<file path="src/rtl/shift_reg_pkg.sv">
// Shared types for shift_reg_burst: FSM state encoding and shift direction constants.
// Pure declarations, no logic.
package shift_reg_pkg;

  typedef enum logic {
    ST_IDLE = 1'b0,
    ST_RUN  = 1'b1
  } state_t;

  localparam logic DIR_LEFT  = 1'b0;
  localparam logic DIR_RIGHT = 1'b1;

endpackage

</file>
<file path="src/rtl/shift_reg_burst_shift_step.sv">
// One-position shift of a WIDTH-bit word with serial fill or rotate.
// Purely combinational, zero latency, no flow control.
module shift_step
  import shift_reg_pkg::*;
#(
  parameter int WIDTH = 8
) (
  input  logic [WIDTH-1:0] din,
  input  logic             dir,
  input  logic             rot,
  input  logic             sin,
  output logic [WIDTH-1:0] dout,
  output logic             bout
);

  logic fill;

  always_comb begin
    bout = 1'b0;
    fill = 1'b0;
    dout = din;
    if (dir == DIR_LEFT) begin
      bout = din[WIDTH-1];
      fill = rot ? bout : sin;
      dout = {din[WIDTH-2:0], fill};
    end else begin
      bout = din[0];
      fill = rot ? bout : sin;
      dout = {fill, din[WIDTH-1:1]};
    end
  end

endmodule

</file>
<file path="src/rtl/shift_reg_burst.sv">
// Parallel-load shift register running programmable bursts of LEN shifts, BUSY/DONE status.
// First shift on the START edge; LOAD/START are dropped (not queued) while a burst runs.
module shift_reg_burst
  import shift_reg_pkg::*;
#(
  parameter int WIDTH = 8,
  parameter int CW    = 4
) (
  input  logic             CLK,
  input  logic             CLR,
  input  logic             LOAD,
  input  logic [WIDTH-1:0] PIN,
  input  logic             START,
  input  logic [CW-1:0]    LEN,
  input  logic             DIR,
  input  logic             ROT,
  input  logic             SIN,
  output logic [WIDTH-1:0] DOUT,
  output logic             SOUT,
  output logic             BUSY,
  output logic             DONE
);

  localparam logic [CW-1:0] CNT_ZERO = '0;
  localparam logic [CW-1:0] CNT_ONE  = CW'(1);

  state_t          state;
  logic [CW-1:0]   remaining;
  logic            dir_q;
  logic            rot_q;
  logic            step_dir;
  logic            step_rot;
  logic [WIDTH-1:0] step_dout;
  logic            step_bout;

  // The START edge shifts with the live DIR/ROT; later edges use the captured copies.
  assign step_dir = (state == ST_IDLE) ? DIR : dir_q;
  assign step_rot = (state == ST_IDLE) ? ROT : rot_q;

  shift_step #(.WIDTH(WIDTH)) u_step (
    .din  (DOUT),
    .dir  (step_dir),
    .rot  (step_rot),
    .sin  (SIN),
    .dout (step_dout),
    .bout (step_bout)
  );

  always_ff @(posedge CLK) begin
    if (CLR) begin
      state     <= ST_IDLE;
      remaining <= CNT_ZERO;
      dir_q     <= DIR_LEFT;
      rot_q     <= 1'b0;
      DOUT      <= '0;
      SOUT      <= 1'b0;
      BUSY      <= 1'b0;
      DONE      <= 1'b0;
    end else begin
      DONE <= 1'b0;
      case (state)
        ST_IDLE: begin
          if (LOAD) begin
            DOUT <= PIN;
          end else if (START) begin
            dir_q <= DIR;
            rot_q <= ROT;
            if (LEN == CNT_ZERO) begin
              DONE <= 1'b1;
            end else begin
              DOUT <= step_dout;
              SOUT <= step_bout;
              if (LEN == CNT_ONE) begin
                DONE <= 1'b1;
              end else begin
                remaining <= LEN - CNT_ONE;
                state     <= ST_RUN;
                BUSY      <= 1'b1;
              end
            end
          end
        end
        ST_RUN: begin
          DOUT      <= step_dout;
          SOUT      <= step_bout;
          remaining <= remaining - CNT_ONE;
          if (remaining == CNT_ONE) begin
            state <= ST_IDLE;
            BUSY  <= 1'b0;
            DONE  <= 1'b1;
          end
        end
        default: begin
          state <= ST_IDLE;
          BUSY  <= 1'b0;
        end
      endcase
    end
  end

endmodule

</file>
<file path="config.mk">
export PLATFORM = sky130hd
export DESIGN_NAME = shift_reg_burst
export DESIGN_NICKNAME = d
export VERILOG_FILES = /design/src/rtl/shift_reg_pkg.sv /design/src/rtl/shift_reg_burst_shift_step.sv /design/src/rtl/shift_reg_burst.sv
export SDC_FILE = /design/constraint.sdc
export NUM_CORES = 1
export LEC_CHECK = 0
export BUFFER_PORTS_ARGS = -buffer_cell sky130_fd_sc_hd__buf_4
export CAP_MARGIN = 10
export CORE_MARGIN = 3
export CORE_UTILIZATION = 47
export DETAILED_ROUTE_END_ITERATION = 10
export GPL_TIMING_DRIVEN = 0
export PLACE_DENSITY = 0.72
export SETUP_SLACK_MARGIN = 0.2
export SYNTH_ARGS = -nofsm -noshare
export SYNTH_HDL_FRONTEND = slang
export SYNTH_HIERARCHICAL = 1
export SYNTH_SLANG_ARGS = --single-unit
</file>
<file path="constraint.sdc">
create_clock -name CLK -period 1.9 [get_ports CLK]
set_input_delay 0.19 -clock CLK [delete_from_list [all_inputs] [get_ports CLK]]
set_output_delay 0.19 -clock CLK [all_outputs]
set_load 0.01 [all_outputs]
</file>
-- Word level (Yosys, flattened, before mapping)
Cells that the tools add are included.
- register bits after elaboration: 18
- input bits: 19
- output and inout port bits: 11
- word-level logic and storage cells: 64
- add/sub/neg operators: 2
- equality and inequality tests: 9
- muxes and demuxes: 37
- bitwise logic cells: 2
- reduce and logical (&&, ||, !) cells: 6
- operators with widths (kind ; count):
    8-bit 2-to-1 mux ; 4
    1-bit 2-to-1 mux ; 23
    4-bit 2-to-1 mux ; 4
    8-bit one-hot mux with 2 select lines ; 1
    4-bit by 1-bit == test with 1-bit output (second input constant) ; 2
    2-bit inequality test (second input constant) ; 4
    1-bit one-hot mux with 2 select lines ; 4
    4-bit one-hot mux with 2 select lines ; 1
    4-bit by 1-bit subtractor with 4-bit output (second input constant) ; 2
    3-bit inequality test (second input constant) ; 2
    3-bit AND reduction ; 2
    5-bit AND reduction ; 1
    4-bit logical NOT ; 1
    4-bit AND reduction ; 1
    2-bit by 1-bit inequality test with 1-bit output (second input constant) ; 1
    1-bit NOT ; 2
    2-bit AND reduction ; 1

-- Depth between registers and ports, before layout
- depth in word-level cells: 7
- depth in mapped cells: 8
- mapped depth without buffers: 6

-- Hierarchy
Netlist, hierarchy kept.
- by module, submodules not included (module ; times used ; cells an instance ; area an instance (um^2) ; sequential area each (um^2)):
    shift_reg_burst ; 1 ; 103 ; 1009.7 ; 360.3
    shift_step ; 1 ; 14 ; 150.1 ; 0.0

-- Worst setup path after synthesis
No wires, ideal clock.
- kind: reg2reg
- start: register state
- end: register DOUT[1]
- setup time: 0.139 ns
- data arrival time: 1.855 ns
- data required time: 1.761 ns
- path slack: -0.093 ns
- stages on the path, launching flop included: 8
- buffers on the path: 3
- period minus slack after synthesis: 1.993 ns
- path through: dfxtp_1 > clkbuf_1 > clkbuf_1 > mux2_2 > buf_6 > mux2_4 > mux2i_1 > a211oi_2
- longest elaborated chain between the ends: 6
- elaborated cells between the ends (all ways): 10
- classes of those cells: 2 x eq/ne; 6 x mux; 1 x bitwise; 1 x reduce/logical
- ends and longest elaborated chain (item ; line ; RTL):
    start: declaration ; shift_reg_burst.sv:27 ; state_t state;
    start signal: assignment ; shift_reg_burst.sv:51 ; state <= ST_IDLE;
    start signal: assignment ; shift_reg_burst.sv:77 ; state <= ST_RUN;
    start signal: assignment ; shift_reg_burst.sv:88 ; state <= ST_IDLE;
    1-bit 2-to-1 mux (*) ; shift_reg_burst.sv:37 ; assign step_dir = (state == ST_IDLE) ? DIR : dir_q;
    via step_dir ; shift_reg_burst.sv:31 ; logic step_dir;
    8-bit 2-to-1 mux (*) ; shift_reg_burst_shift_step.sv:22 ; if (dir == DIR_LEFT) begin
    via step_dout[1] ; shift_reg_burst.sv:33 ; logic [WIDTH-1:0] step_dout;
    8-bit 2-to-1 mux ; shift_reg_burst.sv:68 ; if (LEN == CNT_ZERO) begin
    8-bit 2-to-1 mux ; shift_reg_burst.sv:65 ; end else if (START) begin
    8-bit 2-to-1 mux ; shift_reg_burst.sv:63 ; if (LOAD) begin
    8-bit one-hot mux with 2 select lines (*) ; shift_reg_burst.sv:61 ; case (state)
    end signal: assignment ; shift_reg_burst.sv:71 ; DOUT <= step_dout;
    end signal: assignment ; shift_reg_burst.sv:84 ; DOUT <= step_dout;
    end: declaration ; shift_reg_burst.sv:18 ; output logic [WIDTH-1:0] DOUT,
The timed path passes the listed nets; every way through them passes the cells marked *. The select of a mux whose other input is x is not followed.
A chain may end at the register's enable or synchronous reset.

-- Worst setup path in the final report
- start: register state
- end: register DOUT[2]
Same word-level chain as after synthesis.

==> qor.csv <==
stage;metric;value;unit
outcome;outcome;completed;
yosys;ys_ff_latch;18;
worst_setup_path;critical_path_class;reg2reg;
sta;hold_violations;0;
global_route;grtUsageTotal;0.187;
worst_setup_path;r2r-end;DOUT[2];
min_path;hold_path_class;in2reg;
sta;whs;0.150;ns
final_layout;drive_gt1_frac;0.458;
floorplanning;coreArea;2280;um^2
sta;fin_crit_sh;0.927;
final_layout;syn2layout_area_growth;35.0;%
pwr;leakage;0.711;nW
min_path;min_from;DIR;
yosys;synth.distinct_cells;31;
worst_setup_path;startpoint;state;
pwr;switchingPower;0.309;mW
sta;maxSlewViolCount;0;
clock_tree;cts.sinks;18;
yosys;ys_seq_area_frac;0.311;
yosys;avgSynthCellArea;9.91;um^2
final_layout;nFillCells;183;
sta;clock.fmax;568;MHz
worst_setup_path;reg2reg_depth;7;
yosys;yosysWarnings;6;
final_layout;layout_commonest_cell;buf_4;
pwr;internal-power;0.735;mW
floorplanning;fp-row-count;17;
worst_setup_path;critPathRequiredTime;2.06;ns
clock_tree;clock_latency;0.29;ns
global_route;grt_pass1_vias;1000;
yosys;syn_area;1160;um^2
final_layout;multi_input_area;759;um^2
placement;gp_congestion;0.755;
drt;vias;1009;
pwr;seq_power_share;0.430;
drt;viasPerCell;5.51;
placement;hpwl;1940;um
floorplanning;initial_utilization;0.510;
pwr;sw_frac_of_total;0.296;
worst_setup_path;r2r-start;state;
final_layout;nets;180;
worst_setup_path;worstSetupStartpointType;register;
floorplanning;dieHeight;55.7;um
clock_tree;clkSlewWorstSetupHoldPaths;0.10;ns
floorplanning;dieWidth;55.7;um
min_path;min_to;dir_q;
clock_tree;cts_buffers;3;
yosys;syn_inst;117;
global_route;grt_max_degree;11;
final_layout;antenna-diode-count;0;
pwr;fin_total_pwr;1.04;mW
drt;ant_nets;0;
worst_setup_path;end_kind;register;
drt;wl_per_cell;15.1;um
drt;drc;0;
clock_tree;cts_hold_buffers;0;
clock_tree;htree_levels;1;
final_layout;final_core_util;0.688;
global_route;grt_pass1_wl;4670;um
sta;rsz0062_at_grt;yes;
drt;firstDrtPassIters;4;
sta;slew_headroom;0.530;
pwr;power_density;667;nW/um^2
placement;portBuffers;28;
worst_setup_path;critPathMaxFanout;6;
sta;setup-violations-final;0;
drt;wl;2760;um
clock_tree;clockBufferDepth;2;
final_layout;seq_area;362;um^2
sta;setup-tns-final;0;ns
yosys;syn-num-nets;141;
floorplanning;dieArea;3100;um^2
clock_tree;cts_tree;done;
clock_tree;cts-root-buf;clkbuf_4;
floorplanning;ios;30;
pwr;irDropWorstVdd;0.000509;V
sta;skew;0.00250;ns
sta;min_period;1.76;ns
pwr;pwr-share-comb;0.341;
worst_setup_path;r2r_setup_slack;0.14;ns
drt;drt_iter0_drc;20;
global_route;grt_overflow;0;
min_path;holdPathStages;3;
run;max_cap_violations;0;
worst_setup_path;arrival;1.93;ns
final_layout;mostFrequentLayoutCells;buf_4, dfxtp_1, nor2_1;
sta;worstMarginPinSlew;0.704;ns
pwr;clock_power_share;0.229;
global_route;grt_antenna_before_repair;0;
[power groups by stage]
| stage | Sequential [mW] | Clock, mW | Combinational (mW) |
|---|---|---|---|
| after floorplan | 0.457 | 0 | 0.210 |
| after global placement | 0.453 | 0 | 0.309 |
| after detailed placement | 0.455 | 0 | 0.318 |
| after CTS | 0.447 | 0.247 | 0.330 |
| after global routing | 0.455 | 0.267 | 0.389 |
| final | 0.448 | 0.239 | 0.356 |
[cells in the mapped netlist (all sizes together)]
| master | count | share of area |
|---|---|---|
| inv | 4 | 0.013 |
| dfxtp | 18 | 0.31 |
| a211oi | 10 | 0.099 |
| a211o | 1 | 0.015 |
| or3b | 3 | 0.025 |
| o31a | 2 | 0.017 |
| nor3 | 7 | 0.030 |
| nor2b | 3 | 0.016 |
| and2 | 1 | 0.0054 |
| nor3b | 1 | 0.0065 |
| mux2i | 14 | 0.12 |
| xnor2 | 1 | 0.0076 |
| nand2 | 3 | 0.0097 |
| o22a | 1 | 0.0076 |
| o21ai | 1 | 0.0043 |
| o41ai | 1 | 0.0076 |
| a21o | 1 | 0.0065 |
| buf | 3 | 0.023 |
| a22oi | 1 | 0.0065 |
| mux2 | 9 | 0.11 |
| clkbuf | 4 | 0.015 |
| a21oi | 4 | 0.017 |
| ha | 5 | 0.054 |
| o21ba | 1 | 0.0086 |
| xor2 | 2 | 0.015 |
| nor2 | 16 | 0.052 |
[cells by family (layout without fill, tap and decap cells)]
logic type                 after synthesis  count (layout)  synth area share
AOI/OAI and AO/OA                       23              23             0.190
xor gates and xnor gates                 3               3            0.0227
adders and majority gates                5               5            0.0539
buffers and inverters                   11              49            0.0507
DFF                                     18              18             0.311
muxes                                   23              23             0.228
and+or+nand+nor                         34              34             0.145
[worst max-delay path by stage]
stage	to	depth (start not counted)
final	DOUT[2]	7
after floorplan	DOUT[1]	7
after global routing	DOUT[3]	7
after global placement	DOUT[3]	8
after detailed placement	DOUT[4]	8
after CTS	DOUT[4]	7
[through the flow]
stage               cells  cell area (um^2)  worst slack [ns]
finish                183              1570             0.138
floorplan             117              1180             0.221
global placement      173              1430            0.0735
CTS                   179              1500             0.127
global route          183              1570            0.0967
detailed placement    173              1430            0.0445
[critical path: stages, from the launching register on]
cell and delay, ns:
dfxtp_2 0.34, buf_8 0.12, clkbuf_16 0.15, mux2_4 0.34, clkbuf_16 0.17, mux2_4 0.29, mux2i_1 0.15, a211oi_2 0.08
[flip-flops by register name, summed over array words and instances (netlist names)]
signal	cells
BUSY	1
DONE	1
DOUT	8
SOUT	1
dir_q	1
remaining	4
rot_q	1
state	1
[layout make-up]
class / count / share of cell area
sequential: 18 / 0.231
multi-input combinational: 88 / 0.485
tap: 28 / 0.0224
inverter: 4 / 0.00959
timing repair buffer: 34 / 0.173
buffer: 7 / 0.0560
clock buffer: 4 / 0.0232
[routing by layer]
| metal | routed length [um] | track usage | share of wire |
|---|---|---|---|
| met1 | 1320 | 0.243 | 0.48 |
| met2 | 1270 | 0.302 | 0.46 |
| met3 | 130 | 0.0557 | 0.047 |
| met4 | 42 | 0.0451 | 0.015 |
| met5 | 0 | 0 | 0 |
[repair_timing]
item	4_1_cts	5_1_grt
gates resized for setup	3	7
hold endpoints to repair	0	0
setup buffers	2	3
setup endpoints to repair	10	10
pin swaps	0	2
cloned	0	1
No activity file was read; power rests on OpenSTA's default activity.
